`config.mk`:
```
export PLATFORM = sky130hd
export DESIGN_NAME = bn_std_ctrl
export DESIGN_NICKNAME = d
export VERILOG_FILES = /design/src/rtl/bn_pkg.sv /design/src/rtl/bn_moment_acc.sv /design/src/rtl/bn_std_ctrl.sv
export SDC_FILE = /design/constraint.sdc
export NUM_CORES = 2
export LEC_CHECK = 0
export CAP_MARGIN = 20
export CORE_MARGIN = 3
export CORE_UTILIZATION = 60
export DETAILED_ROUTE_END_ITERATION = 8
export GPL_ROUTABILITY_DRIVEN = 0
export HOLD_SLACK_MARGIN = 0.05
export PLACE_DENSITY_LB_ADDON = 0.2
export SYNTH_ARGS = -nofsm -noshare
export SYNTH_HDL_FRONTEND = slang
export SYNTH_SLANG_ARGS = --single-unit
```
`constraint.sdc`:
```
create_clock -name clk -period 13 [get_ports clk]
set_clock_uncertainty 0.1 [all_clocks]
set_input_delay 1.95 -clock clk [delete_from_list [all_inputs] [get_ports clk]]
set_output_delay 1.95 -clock clk [all_outputs]
set_load 0.03 [all_outputs]
```
`src/rtl/bn_pkg.sv`:
```
// Shared constants and FSM state type for the batch-norm statistics controller.
package bn_pkg;

    localparam int unsigned BN_IL    = 4;
    localparam int unsigned BN_FL    = 16;
    localparam int unsigned BN_W     = BN_IL + BN_FL;
    localparam int unsigned BN_LOG_N = 4;
    localparam int unsigned BN_EPS   = 0;

    localparam logic [BN_W-1:0] BN_SAT_MAX = '1;

    typedef enum logic [2:0] {
        S_ACCUM,
        S_CALC,
        S_REQ,
        S_WAIT,
        S_ACK,
        S_DRAIN,
        S_HOLD
    } bn_state_t;

endpackage

```
`src/rtl/bn_moment_acc.sv`:
```
// Running count, sum and sum-of-squares of signed samples over one batch.
module bn_moment_acc #(
    parameter int unsigned W     = 20,
    parameter int unsigned LOG_N = 4
) (
    input  logic                            clk,
    input  logic                            reset,
    input  logic                            clear,
    input  logic                            en,
    input  logic [W-1:0]                    sample,
    output logic signed [W+LOG_N-1:0]       sum,
    output logic [2*W+LOG_N-1:0]            sumsq,
    output logic                            done_at_n
);

    localparam int unsigned N     = 1 << LOG_N;
    localparam int unsigned SUM_W = W + LOG_N;
    localparam int unsigned SQ_W  = 2 * W + LOG_N;

    logic [LOG_N:0]        cnt;
    logic signed [W-1:0]   s;
    logic signed [2*W-1:0] sq;

    assign s  = signed'(sample);
    assign sq = (2*W)'(s) * (2*W)'(s);

    // High on the accepted sample that completes the batch.
    assign done_at_n = en && (cnt == (LOG_N+1)'(N - 1));

    always_ff @(posedge clk or posedge reset) begin
        if (reset) begin
            cnt   <= '0;
            sum   <= '0;
            sumsq <= '0;
        end else if (clear) begin
            cnt   <= '0;
            sum   <= '0;
            sumsq <= '0;
        end else if (en) begin
            cnt   <= cnt + 1'b1;
            sum   <= sum + SUM_W'(s);
            sumsq <= sumsq + SQ_W'($unsigned(sq));
        end
    end

endmodule

```
`src/rtl/bn_std_ctrl.sv`:
```
// Batch-norm statistics controller: accumulates a batch, derives mean and variance,
// drives the shared sqrt unit and holds mean/std until the consumer takes them.
module bn_std_ctrl
    import bn_pkg::*;
#(
    parameter int unsigned IL    = BN_IL,
    parameter int unsigned FL    = BN_FL,
    parameter int unsigned LOG_N = BN_LOG_N,
    parameter int unsigned EPS   = BN_EPS
) (
    input  logic              clk,
    input  logic              reset,
    input  logic [IL+FL-1:0]  in_data,
    input  logic              in_valid,
    output logic              in_ready,
    output logic [IL+FL-1:0]  sq_in,
    output logic              sq_input_ready,
    input  logic              sq_done,
    input  logic [IL+FL-1:0]  sq_out,
    output logic              sq_output_taken,
    output logic [IL+FL-1:0]  mean_out,
    output logic [IL+FL-1:0]  std_out,
    output logic              out_valid,
    input  logic              out_taken
);

    localparam int unsigned W     = IL + FL;
    localparam int unsigned SUM_W = W + LOG_N;
    localparam int unsigned SQ_W  = 2 * W + LOG_N;
    localparam logic [W-1:0] VAR_MAX = '1;

    bn_state_t state, state_nx;

    logic                    acc_en;
    logic                    acc_clear;
    logic                    acc_done;
    logic signed [SUM_W-1:0] acc_sum;
    logic [SQ_W-1:0]         acc_sumsq;

    logic signed [W-1:0]     mean_c;
    logic [SQ_W-1:0]         msq_c;
    logic signed [2*W-1:0]   mm_full;
    logic [2*W-1:0]          mm_c;
    logic signed [SQ_W:0]    var_s;
    logic [SQ_W:0]           var_pos;
    logic [SQ_W+1:0]         var_eps;
    logic [W-1:0]            var_c;

    // in_ready is registered, so it already implies the ACCUM state.
    assign acc_en = in_valid && in_ready;

    bn_moment_acc #(
        .W     (W),
        .LOG_N (LOG_N)
    ) u_acc (
        .clk       (clk),
        .reset     (reset),
        .clear     (acc_clear),
        .en        (acc_en),
        .sample    (in_data),
        .sum       (acc_sum),
        .sumsq     (acc_sumsq),
        .done_at_n (acc_done)
    );

    // Variance = E[x^2] - mean^2, clamped at zero, plus epsilon, saturated to W bits.
    always_comb begin
        mean_c  = W'(acc_sum >>> LOG_N);
        msq_c   = acc_sumsq >> (LOG_N + FL);
        mm_full = (2*W)'(mean_c) * (2*W)'(mean_c);
        mm_c    = $unsigned(mm_full) >> FL;
        var_s   = $signed({1'b0, msq_c}) - $signed({1'b0, SQ_W'(mm_c)});
        var_pos = var_s[SQ_W] ? '0 : $unsigned(var_s);
        var_eps = {1'b0, var_pos} + (SQ_W+2)'(EPS);
        var_c   = (var_eps > (SQ_W+2)'(VAR_MAX)) ? VAR_MAX : var_eps[W-1:0];
    end

    always_ff @(posedge clk or posedge reset) begin
        if (reset) begin
            state <= S_ACCUM;
        end else begin
            state <= state_nx;
        end
    end

    always_comb begin
        state_nx        = state;
        acc_clear       = 1'b0;
        sq_input_ready  = 1'b0;
        sq_output_taken = 1'b0;
        out_valid       = 1'b0;
        case (state)
            S_ACCUM: begin
                if (acc_done) state_nx = S_CALC;
            end
            S_CALC: begin
                state_nx = S_REQ;
            end
            S_REQ: begin
                sq_input_ready = 1'b1;
                state_nx       = S_WAIT;
            end
            S_WAIT: begin
                if (sq_done) state_nx = S_ACK;
            end
            S_ACK: begin
                sq_output_taken = 1'b1;
                state_nx        = S_DRAIN;
            end
            S_DRAIN: begin
                // A done still high here belongs to the result already captured.
                if (!sq_done) state_nx = S_HOLD;
            end
            S_HOLD: begin
                out_valid = 1'b1;
                if (out_taken) begin
                    acc_clear = 1'b1;
                    state_nx  = S_ACCUM;
                end
            end
            default: begin
                state_nx = S_ACCUM;
            end
        endcase
    end

    always_ff @(posedge clk or posedge reset) begin
        if (reset) begin
            in_ready <= 1'b0;
            mean_out <= '0;
            sq_in    <= '0;
            std_out  <= '0;
        end else begin
            in_ready <= (state_nx == S_ACCUM);
            if (state == S_CALC) begin
                mean_out <= mean_c;
                sq_in    <= var_c;
            end
            if (state == S_WAIT && sq_done) begin
                std_out <= sq_out;
            end
        end
    end

endmodule

```
==> impl_metrics.env <==
export IMPL_fin_crit_ns=11.32
export IMPL_regArea_mm2=0.00343
export IMPL_synth_distinct_cells=91
export IMPL_holdPathEnd="mean_out[15]"
export IMPL_clk_pin_slew_worst_paths_ns=0.07
export IMPL_finalHoldViolCount=0
export IMPL_initial_core_util=0.610
export IMPL_row_count=89
export IMPL_io_buffers=108
export IMPL_drv_cap=0
export IMPL_wl_um=84900
export IMPL_slew_violations=0
export IMPL_final_common_cell="inv_1"
export IMPL_dp_cells=4692
export IMPL_outcome="complete, no violations"
export IMPL_tritoncts="done"
export IMPL_multi_input_area_mm2=0.0290
export IMPL_grt_max_degree=94
export IMPL_fmax_mhz=88.3
export IMPL_synthMuxAreaShare=0.0139
export IMPL_stdcell_count=4726
export IMPL_synth_top_family_by_area="adder cells"
export IMPL_dp_hpwl_um=68900
export IMPL_synthFlopType="dfrtp_1"
export IMPL_drt_iter0_markers=1699
export IMPL_synth_compound_area_frac=0.103
export IMPL_post_cts_repair_setup_buffers=0
export IMPL_synth_edf_count=0
export IMPL_syn_inst=3898
export IMPL_die_w_um=252
export IMPL_drt_pass1_iter_count=6
export IMPL_grt_pass1_wl_um=143000
export IMPL_fin_crit_sh=0.871
export IMPL_clock_sinks=137
export IMPL_gr_total_overflow=0
export IMPL_routed_via_density=5.60
export IMPL_crit_top_cell="fa_1"
export IMPL_rsz0062_at_grt="no"
export IMPL_critical_path_startpoint="in_data[4]"
export IMPL_clock_latency_ns=0.46
export IMPL_area_growth_pct=7.04
export IMPL_finalNetCount=5058
export IMPL_cp_arrival_ns=11.62
export IMPL_slowest_delay_ns=0.88
export IMPL_final_cell_mix="inv_1, fa_1, nand2_1"
export IMPL_synth_xor_area_frac=0.0367
export IMPL_setup_violations=0
export IMPL_synthesis_area_mm2=0.0363
export IMPL_ctsLongestPathBuffers=2
export IMPL_drc=0
export IMPL_antenna_found_initial=1
export IMPL_critPathCaptureType="flip-flop"
export IMPL_reg2reg_from="u_acc.sum[10]"
export IMPL_required_ns=13.30
export IMPL_synth_seq_cells=137
export IMPL_grt_pass1_vias=28600
export IMPL_die_h_um=252
export IMPL_synth_area_per_cell_um2=9.31
export IMPL_yosys_warnings=0
export IMPL_n_fill_cell=5004
export IMPL_num_vias=26500
export IMPL_min_from="mean_out[15]"
export IMPL_wire_per_inst_um=18.0
export IMPL_cts_buffers=17
export IMPL_slew_headroom=0.298
export IMPL_hold_buffers=0
export IMPL_rr_endpoint="sq_in[6]"
export IMPL_cp_max_fo=14
export IMPL_hold_path_class="flip-flop to flip-flop"
export IMPL_tns_ns=0
export IMPL_rr_worst_depth=33
export IMPL_critical_path_class="input port to flip-flop"
export IMPL_die_area_mm2=0.0635
export IMPL_tightest_slew_ns=1.05
export IMPL_grt_use_total=0.286
export IMPL_async_reset_ff_frac=1.00
export IMPL_cts_htree_levels=4
export IMPL_crit_path_top_delay_cell="clkdlybuf4s50_1"
export IMPL_yosys_area_share_simple=0.117
export IMPL_yosysSeqAreaShare=0.0945
export IMPL_min_path_cells=2
export IMPL_synth_fa_ha_area_frac=0.530
export IMPL_critPathLaunchType="input port"
export IMPL_antenna_cells=0
export IMPL_root_buffer="clkbuf_16"
export IMPL_syn_nets=5016
export IMPL_core_region_area_mm2=0.0595
export IMPL_r2r_slack_ns=2.70
export IMPL_drive_gt1_frac=0.0420
export IMPL_cts_resized=0
export IMPL_detail_route_antenna_nets=0
export IMPL_boundaryPins=109
## cell type report
class                      count  area share
tap                          773      0.0249
clock inverter                15     0.00512
clock buffer                  17      0.0109
sequential                   137      0.0882
inverter                     882      0.0853
timing repair buffer         156      0.0378
multi-input combinational   2746       0.748
## per-stage QoR
stage	cell area, µm²	hold WS, ns	utilization	setup slack [ns]
after global placement	38200	0.366	0.642	1.49
after CTS	38800	0.393	0.653	1.76
after global routing	38900	0.418	0.653	1.11
final	38900	0.390	0.653	1.68
after detailed placement	38200	0.373	0.642	1.28
after floorplan	36300	0.387	-	2.47
## cell usage after synthesis (all sizes together) (34+ instances only)
cell type    n  share of area
a21o        71          0.015
mux2        35          0.011
fa         772           0.43
nand3       36         0.0050
dfrtp      137          0.094
and2       153          0.026
a21oi      228          0.032
nand2      371          0.038
nor2       160          0.017
a211oi      34         0.0070
inv        878          0.091
o21ai       97          0.013
xor2        55          0.013
clkbuf     115          0.012
xnor2       97          0.023
ha         301           0.10
## layer usage
metal	part of all wire	up-vias	GRT usage
li1	-	12200	-
met1	0.41	13400	0.372
met2	0.49	762	0.486
met3	0.063	184	0.0567
met4	0.032	2	0.0921
met5	0.00024	-	0
## kinds of logic after synthesis
| logic type | after synthesis |
|---|---|
| mux | 46 |
| xor+xnor | 152 |
| flops | 137 |
| simple gates | 893 |
| other cells | 2 |
| buf+inv | 1015 |
| compound gates | 580 |
| fa+ha+maj | 1073 |
## sequential cells by signal (all words and copies together), names as in the netlist
register,count
u_acc.cnt,5
u_acc.sum,24
mean_out,20
state,3
u_acc.sumsq,44
in_ready,1
std_out,20
sq_in,20
## worst max-delay path, delay by kind of cell
kind            cells  cell delay [ns]
fa+ha+maj           9             4.10
simple gates        8             2.01
compound gates      8             1.88
buf+inv             6             1.59
xor+xnor            1             0.08
## worst max-delay path by stage
stage | end | slack, ns
6_report | u_acc.sumsq[42] | 1.68
5_1_grt | u_acc.sumsq[43] | 1.11
4_1_cts | u_acc.sumsq[43] | 1.76
3_5_place_dp | u_acc.sumsq[43] | 1.28
3_3_place_gp | u_acc.sumsq[39] | 1.49
2_1_floorplan | u_acc.sumsq[39] | 2.47
Power is not shown: default switching activity piles up to over one toggle a cycle in this logic, so the estimate is an artifact.
